<file path="config.mk">
export PLATFORM = sky130hd
export DESIGN_NAME = timer_compare
export DESIGN_NICKNAME = d
export VERILOG_FILES = /design/src/rtl/timer_pkg.sv /design/src/rtl/timer_reached.sv /design/src/rtl/timer_compare.sv
export SDC_FILE = /design/constraint.sdc
export NUM_CORES = 1
export LEC_CHECK = 0
export BUFFER_PORTS_ARGS = -buffer_cell sky130_fd_sc_hd__buf_2
export CAP_MARGIN = 20
export CELL_PAD_IN_SITES_DETAIL_PLACEMENT = 0
export CELL_PAD_IN_SITES_GLOBAL_PLACEMENT = 1
export CORE_UTILIZATION = 35
export DETAILED_ROUTE_END_ITERATION = 6
export PLACE_DENSITY_LB_ADDON = 0.1
export SYNTH_ARGS = -nofsm -noshare
export SYNTH_HDL_FRONTEND = slang
export SYNTH_SLANG_ARGS = --single-unit
</file>
<file path="constraint.sdc">
create_clock -name clk -period 2 [get_ports clk]
set_input_delay 0.2 -clock clk [delete_from_list [all_inputs] [get_ports clk]]
set_output_delay 0.2 -clock clk [all_outputs]
set_load 0.02 [all_outputs]
</file>
<file path="src/rtl/timer_pkg.sv">
// timer_pkg: shared register map, CTRL bit positions and FSM state encoding for timer blocks
package timer_pkg;
    localparam logic [1:0] ADDR_COMPARE = 2'd0;
    localparam logic [1:0] ADDR_PERIOD  = 2'd1;
    localparam logic [1:0] ADDR_CTRL    = 2'd2;
    localparam int CTRL_EN  = 0;
    localparam int CTRL_PER = 1;
    typedef enum logic [1:0] {
        ST_IDLE  = 2'd0,
        ST_ARMED = 2'd1,
        ST_FIRED = 2'd2
    } state_t;
endpackage

</file>
<file path="src/rtl/timer_reached.sv">
// timer_reached: wrap-safe "count has reached target" test, valid for targets up to half the range ahead
module timer_reached #(
    parameter int WIDTH = 32
) (
    input  logic [WIDTH-1:0] i_count,
    input  logic [WIDTH-1:0] i_target,
    output logic             o_reached
);
    logic [WIDTH-1:0] w_diff;
    assign w_diff    = i_count - i_target;
    assign o_reached = ~w_diff[WIDTH-1];
endmodule

</file>
<file path="src/rtl/timer_compare.sv">
// timer_compare: compare/interrupt unit on the free-running count; define TIMER_PERIODIC_EN for auto-reload
module timer_compare
    import timer_pkg::*;
#(
    parameter int WIDTH = 32
) (
    input  logic             clk,
    input  logic             reset,
    input  logic [WIDTH-1:0] i_count,
    input  logic             i_reg_we,
    input  logic [1:0]       i_reg_addr,
    input  logic [WIDTH-1:0] i_reg_wdata,
    input  logic             i_irq_ack,
    output logic             o_irq,
    output logic [1:0]       o_state
);
    state_t           r_state;
    logic [WIDTH-1:0] r_target;
    logic             r_enable;
    logic             r_irq;
    logic             w_reached;
    logic             w_ctrl_wr;
    logic             w_cmp_wr;
    logic             w_reload;
    logic [WIDTH-1:0] w_reload_target;

    assign w_ctrl_wr = i_reg_we && i_reg_addr == ADDR_CTRL;
    assign w_cmp_wr  = i_reg_we && i_reg_addr == ADDR_COMPARE;

`ifdef TIMER_PERIODIC_EN
    logic [WIDTH-1:0] r_period;
    logic             r_periodic;

    assign w_reload        = r_periodic;
    assign w_reload_target = r_target + r_period;

    // PERIOD register and periodic mode bit, both plain register writes
    always_ff @(posedge clk) begin
        if (reset) begin
            r_period   <= '0;
            r_periodic <= 1'b0;
        end else begin
            if (i_reg_we && i_reg_addr == ADDR_PERIOD)
                r_period <= i_reg_wdata;
            if (w_ctrl_wr)
                r_periodic <= i_reg_wdata[CTRL_PER];
        end
    end
`else
    assign w_reload        = 1'b0;
    assign w_reload_target = r_target;
`endif

    timer_reached #(.WIDTH(WIDTH)) u_reached (
        .i_count  (i_count),
        .i_target (r_target),
        .o_reached(w_reached)
    );

    // Control FSM: a CTRL write overrides everything, then fire on reach, then ack handling; a
    // COMPARE write always lands last so it beats a reload in the same cycle
    always_ff @(posedge clk) begin
        if (reset) begin
            r_state  <= ST_IDLE;
            r_irq    <= 1'b0;
            r_enable <= 1'b0;
            r_target <= '0;
        end else begin
            if (w_ctrl_wr) begin
                r_enable <= i_reg_wdata[CTRL_EN];
                r_state  <= i_reg_wdata[CTRL_EN] ? ST_ARMED : ST_IDLE;
                r_irq    <= 1'b0;
            end else if (r_state == ST_ARMED && r_enable && w_reached) begin
                r_state <= ST_FIRED;
                r_irq   <= 1'b1;
            end else if (r_state == ST_FIRED && i_irq_ack) begin
                r_state  <= w_reload ? ST_ARMED : ST_IDLE;
                r_irq    <= 1'b0;
                r_enable <= w_reload;
                if (w_reload)
                    r_target <= w_reload_target;
            end
            if (w_cmp_wr)
                r_target <= i_reg_wdata;
        end
    end

    assign o_irq   = r_irq;
    assign o_state = r_state;
endmodule

</file>
==> impl_metrics.yaml, run 1 <==
global_routing:
  grt_max_degree: 33
  antenna_found_initial: 0
  grt_first_pass_wirelength_um: 7790
  grt.total_usage_pct: 16.40
  grt_pass1_vias: 1790
  grt_overflow: 0
power_and_ir_drop:
  seqPwrFrac_pct: 49.4
  power-per-cell-area_nw_per_um2: 580.1
  pwr-share-comb_pct: 18.3
  swShare_pct: 26.98
  intPower_w: 0.001110
  p_leak_nw: 1.094
  p_sw_w: 0.0004103
  clock_power_share_pct: 32.2
  peakVddDrop_v: 0.0003419
yosys:
  postSynthCellCount: 273
  synth-edff-count: 0
  synth-async-reset-ratio_pct: 0
  synth-simple-area-share_pct: 20.44
  mappedNetlistNets: 373
  synth_mux_area_share_pct: 0
  synth_compound_area_share_pct: 17.00
  synth-seq-cells: 36
  synth_cell_types: 26
  seq_area_frac_synth_pct: 35.36
  synth_common_cells: "78 x nand2_1, 49 x a21oi_1, 36 x dfxtp_1, 32 x inv_1, 30 x ha_1"
  ys.warnings.count: 0
  yosysTopAreaCellShare_pct: 35.36
  synthXorXnorAreaFrac_pct: 0.8594
  ys_top_cells_by_area: "dfxtp_1 35%, ha_1 18%, nand2_1 14%"
  synth_ff_type: "dfxtp_1"
  synth_fa_ha_area_share_pct: 18.42
  synth_top_family_by_area: "simple AND/OR/NAND/NOR gates"
  syn_avg_cell_area_um2: 7.466
  synth_area_leader_cell: "dfxtp_1"
  synth_area_um2: 2038
  synth.most_common_cell: "nand2_1"
floorplanning:
  die_h_um: 78.31
  io_pins: 73
  start_util_pct: 36.57
  die_area_um2: 6132
  core_area_um2: 5574
  die-width_um: 78.31
  rows: 27
sta:
  setup_viol: 0
  fmax_mhz: 529.3
  max_slew_margin_pct: 51.10
  hold_viol_final: 0
  holdWs_ns: 0.1425
  setup_tns_ns: 0
  fin_worst_skew_ns: 0.004011
  worstMarginPinSlew_ns: 0.7335
  finalCritPeriodShare_pct: 94.47
  period_minus_slack_ns: 1.889
  maxSlewViolCount: 0
cts:
  clockBufferDepth: 2
  clk_pin_slew_ns: 0.07
  clk_latency_ns: 0.28
  htreeDepth: 2
  cts-root-buf: "clkbuf_8"
  ctsHoldBuffers: 0
  cts_tree: "yes"
  cts_sinks: 36
  cts_made_buffers: 5
layout:
  stdcell_count: 417
  seq_area_um2: 725.7
  fin_nets: 445
  drive_gt1_share_pct: 28.41
  syn2layout_area_growth_pct: 28.61
  diodes: 0
  fillers: 602
  multi_input_area_um2: 1217
critical_path:
  worst-path-buf-inv: 1
  crit_chain: "inv_2, ha_4, nand4_1, nor4_4, a22oi_1, o211ai_1, a31oi_1, xnor2_1, a31o_1"
  regToRegSetupSlack_ns: 0.11
  timing.rr.end: "o_state[0]$_SDFFE_PP0P_"
  cp-end-kind: "register"
  cp_slowest_stage_delay_ns: 0.34
  critPathSlowestCell: "dfxtp_2"
  worstSetupPathType: "register to register"
  reg2reg_from: "r_target[25]$_SDFFE_PP0P_"
  ff2ff_path_depth: 9
  startpoint_type: "register"
  path_delay_family: "simple AND/OR/NAND/NOR gates"
  worstPathMaxFanout: 3
  worstPathRequired_ns: 2.23
  critPathArrivalTime_ns: 2.12
  startpoint: "r_target[25]$_SDFFE_PP0P_"
worst_hold_path:
  min_path_type: "input port to register"
  holdPathStages: 3
  hold_start: "i_reg_wdata[23]"
  hold_path_end: "r_target[23]$_SDFFE_PP0P_"
route:
  vias_per_cell: 4.600
  drtAntennaViolNets: 0
  via_count: 1918
  detail_route.wl_per_cell_um: 11.22
  dr.pass1.iters: 3
  drtIter0Drc: 38
  wl_um: 4678
  drc: 0
placed_design:
  hpwl_um: 3411
  place_congestion: 0.7265
  io_buffers: 72
  dp_cells: 409
flow_run:
  maxCapViolCount: 0
status:
  status: "finished, final reports clean"
==> registers in the layout (all words and copies together) (netlist names) <==
name and cells:
r_enable 1, o_state 2, o_irq 1, r_target 32
==> how the worst max path moves through the flow <==
| stage | cells after the start | endpoint | slack [ns] |
|---|---|---|---|
| 2_1_floorplan | 9 | o_state[0]$_SDFFE_PP0P_ | 0.20 |
| 3_3_place_gp | 9 | o_state[0]$_SDFFE_PP0P_ | 0.1 |
| 3_5_place_dp | 9 | o_state[0]$_SDFFE_PP0P_ | 0.04 |
| 4_1_cts | 9 | o_state[0]$_SDFFE_PP0P_ | 0.03 |
| 5_1_grt | 9 | o_state[0]$_SDFFE_PP0P_ | -0.07 |
| 6_report | 9 | o_state[0]$_SDFFE_PP0P_ | 0.11 |
==> power groups by stage <==
stage / Combinational, W / Sequential [W] / Clock, W
6_report: 0.000279 / 0.000752 / 0.000490
5_1_grt: 0.000325 / 0.000755 / 0.000557
4_1_cts: 0.000269 / 0.000751 / 0.000518
3_5_place_dp: 0.000267 / 0.000768 / 0
3_3_place_gp: 0.000267 / 0.000767 / 0
2_1_floorplan: 0.000152 / 0.000768 / 0
==> timing repair <==
item	4_1_cts	5_1_grt
gates resized for setup	0	18
endpoints found under the setup margin	0	3
buffers inserted	0	1
==> metrics by stage <==
stage / instance area [µm²] / total power (W) / worst slack (ns) / utilization, %
floorplan: 2038 / 0.0009195 / 0.2047 / -
global placement: 2475 / 0.001034 / 0.09970 / 44.40
detailed placement: 2475 / 0.001035 / 0.04189 / 44.40
CTS: 2552 / 0.001537 / 0.02824 / 45.79
global route: 2621 / 0.001637 / -0.06991 / 47.03
finish: 2621 / 0.001521 / 0.1107 / 47.03
==> placed cells by master (no fill, tap or decap), types with 2 or more instances in the layout <==
cell type and count:
a21oi_1 47, a21oi_2 2, and4_1 2, buf_2 72, buf_4 4, clkbuf_8 5, dfxtp_1 32, dfxtp_2 4
ha_1 27, ha_4 3, inv_1 30, inv_2 2, nand2_1 77, nand3_1 2, nor2_1 6, nor2b_1 2
o21ai_0 4, o21ai_1 5, xnor2_1 2
==> logic make-up after synthesis <==
family,after synthesis
and+or+nand+nor,97
AOI/OAI and AO/OA,65
buffers and inverters,43
DFF,36
adders and majority gates,30
xor gates and xnor gates,2
==> cell type report <==
class                      instances  area share [%]
tap                               72           3.437
clock inverter                     1          0.1909
multi-input combinational        194           46.44
sequential                        36           27.69
inverter                          32           4.582
clock buffer                       6           2.769
timing repair buffer              76           14.89
==> per-layer routing <==
layer | track usage (%) | vias to the layer above | part of all wire, %
met5 | 0 | - | 0
li1 | - | 1045 | -
met3 | 4.302 | 6 | 5.6
met4 | 4.444 | 0 | 1.2
met2 | 28.07 | 48 | 45
met1 | 20.23 | 819 | 48
==> worst min-delay path, cell delays in order <==
cell and delay [ns]:
buf_2 0.09, nand2_1 0.04, a21oi_1 0.05
(Power assumes the default switching activity.)
==> inputs of run 2 (changes only) <==
Settings changed: RECOVER_POWER set to 100.
==> impl_metrics.yaml, run 2 (same netlist as run 1, synthesis figures left out) <==
sta:
  fin_worst_skew_ns: 0.003262
  holdWs_ns: 0.1432
  setup_tns_ns: 0
  setup_viol: 0
  max_slew_margin_pct: 20.80
  finalCritPeriodShare_pct: 94.55
  period_minus_slack_ns: 1.891
  hold_viol_final: 0
  worstMarginPinSlew_ns: 1.188
  maxSlewViolCount: 0
  fmax_mhz: 528.8
critical_path:
  critPathSlowestCell: "dfxtp_2"
  cp_slowest_stage_delay_ns: 0.34
  startpoint_type: "register"
  worst-path-buf-inv: 1
  worstSetupPathType: "register to register"
  crit_chain: "inv_2, ha_4, nand4_1, nor4_4, a22oi_1, o211ai_1, a31oi_1, xnor2_1, o21ai_0"
  worstPathMaxFanout: 3
  cp-end-kind: "register"
  critPathArrivalTime_ns: 2.06
  worstPathRequired_ns: 2.17
  path_delay_family: "simple AND/OR/NAND/NOR gates"
route:
  wl_um: 4690
  drtIter0Drc: 44
  drtAntennaViolNets: 0
  detail_route.wl_per_cell_um: 11.25
  drc: 0
  vias_per_cell: 4.583
  dr.pass1.iters: 3
  via_count: 1911
cts:
  cts_made_buffers: 5
  cts_sinks: 36
  cts_tree: "yes"
  cts-root-buf: "clkbuf_8"
  clk_pin_slew_ns: 0.07
  htreeDepth: 2
  clockBufferDepth: 2
  clk_latency_ns: 0.28
layout:
  regMostFlops: "r_target"
  design_area_um2: 2616
  largest_reg_flops: 32
  final_cell_mix: "77 x nand2_1, 68 x buf_2, 47 x a21oi_1, 32 x dfxtp_1, 30 x inv_1"
  fillers: 602
  post-route-util_pct: 46.94
  drive_gt1_share_pct: 26.96
  diodes: 0
  fin_nets: 445
  layout_commonest_cell: "nand2_1"
  syn2layout_area_growth_pct: 28.36
floorplanning:
  die_h_um: 78.31
  start_util_pct: 36.57
  io_pins: 73
  core_area_um2: 5574
  rows: 27
  die_area_um2: 6132
  die-width_um: 78.31
status:
  status: "finished, final reports clean"
power_and_ir_drop:
  p_leak_nw: 1.079
  power-per-cell-area_nw_per_um2: 580.7
  peakVddDrop_v: 0.0003416
global_routing:
  use_met3_pct: 4.302
  grt_pass1_vias: 1790
  grt_first_pass_wirelength_um: 7790
  grt_overflow: 0
  top_usage_layer: "met2"
  use_met2_pct: 28.07
  grt_max_degree: 33
  grt.total_usage_pct: 16.40
  antenna_found_initial: 0
  grt_use_met1_pct: 20.23
flow_run:
  maxCapViolCount: 0
placed_design:
  hpwl_um: 3411
  place_area_um2: 2475
  io_buffers: 72
  place_congestion: 0.7265
worst_hold_path:
  min_path_type: "input port to register"
==> run 2: cell types whose count changed in the layout (fill, tap and decap cells not counted) <==
cell | previous run | this run
o21ai_1 | 5 | 4
or3b_1 | 0 | 1
or3b_2 | 1 | 0
buf_2 | 72 | 68
clkbuf_1 | 1 | 5
o21ai_0 | 4 | 5
==> run 2: per-stage QoR <==
step | instances | worst slack (ns) | power [W]
6_report | 417 | 0.1090 | 0.001519
4_1_cts | 416 | 0.02824 | 0.001537
3_3_place_gp | 409 | 0.09970 | 0.001034
2_1_floorplan | 273 | 0.2047 | 0.0009195
5_1_grt | 417 | -0.06583 | 0.001636
3_5_place_dp | 409 | 0.04189 | 0.001035
==> run 2: final cells by class <==
cell class / instances / area (µm²) / area share (%)
Clock inverter: 1 / 5.005 / 0.1913
Tap cell: 72 / 90.09 / 3.443
Multi-Input combinational cell: 194 / 1217 / 46.53
Clock buffer: 6 / 72.57 / 2.774
Timing Repair Buffer: 76 / 385.4 / 14.73
Inverter: 32 / 120.1 / 4.591
Sequential cell: 36 / 725.7 / 27.74
==> run 2: timing repair <==
| item | 4_1_cts | 5_1_grt |
|---|---|---|
| hold endpoints to repair | 0 | 0 |
| gates resized for setup | 0 | 18 |
| setup buffers | 0 | 1 |
| hold buffers | 0 | 0 |
| endpoints found under the setup margin | 0 | 3 |
==> run 2: power by group <==
group	leakage, nW	switching (W)	total (W)	internal, W
sequential	0.294	0.0000114	0.000752	0.000741
combinational	0.744	0.000146	0.000278	0.000132
clock	0.0410	0.000252	0.000489	0.000237
total	1.08	0.000410	0.00152	0.00111
==> run 2: worst paths after layout <==
check,slack [ns],endpoint,cells past startpoint,start
max,0.11,o_state[1]$_SDFFE_PP0P_,9,r_target[25]$_SDFFE_PP0P_
min reg2reg,0.45,r_target[9]$_SDFFE_PP0P_,2,r_target[9]$_SDFFE_PP0P_
max reg2reg,0.11,o_state[1]$_SDFFE_PP0P_,9,r_target[25]$_SDFFE_PP0P_
min,0.14,r_target[23]$_SDFFE_PP0P_,3,i_reg_wdata[23]
==> run 2: worst min-delay path, delay by kind of cell <==
| kind | cells | cell delay, ns |
|---|---|---|
| buf+inv | 1 | 0.09 |
| compound gates | 1 | 0.05 |
| simple gates | 1 | 0.04 |
==> run 2: routing by layer <==
| metal | vias up | share of wire [%] |
|---|---|---|
| met5 | - | 0 |
| met4 | 0 | 1.4 |
| met3 | 7 | 5.7 |
| met2 | 48 | 45 |
| met1 | 811 | 48 |
| li1 | 1045 | - |
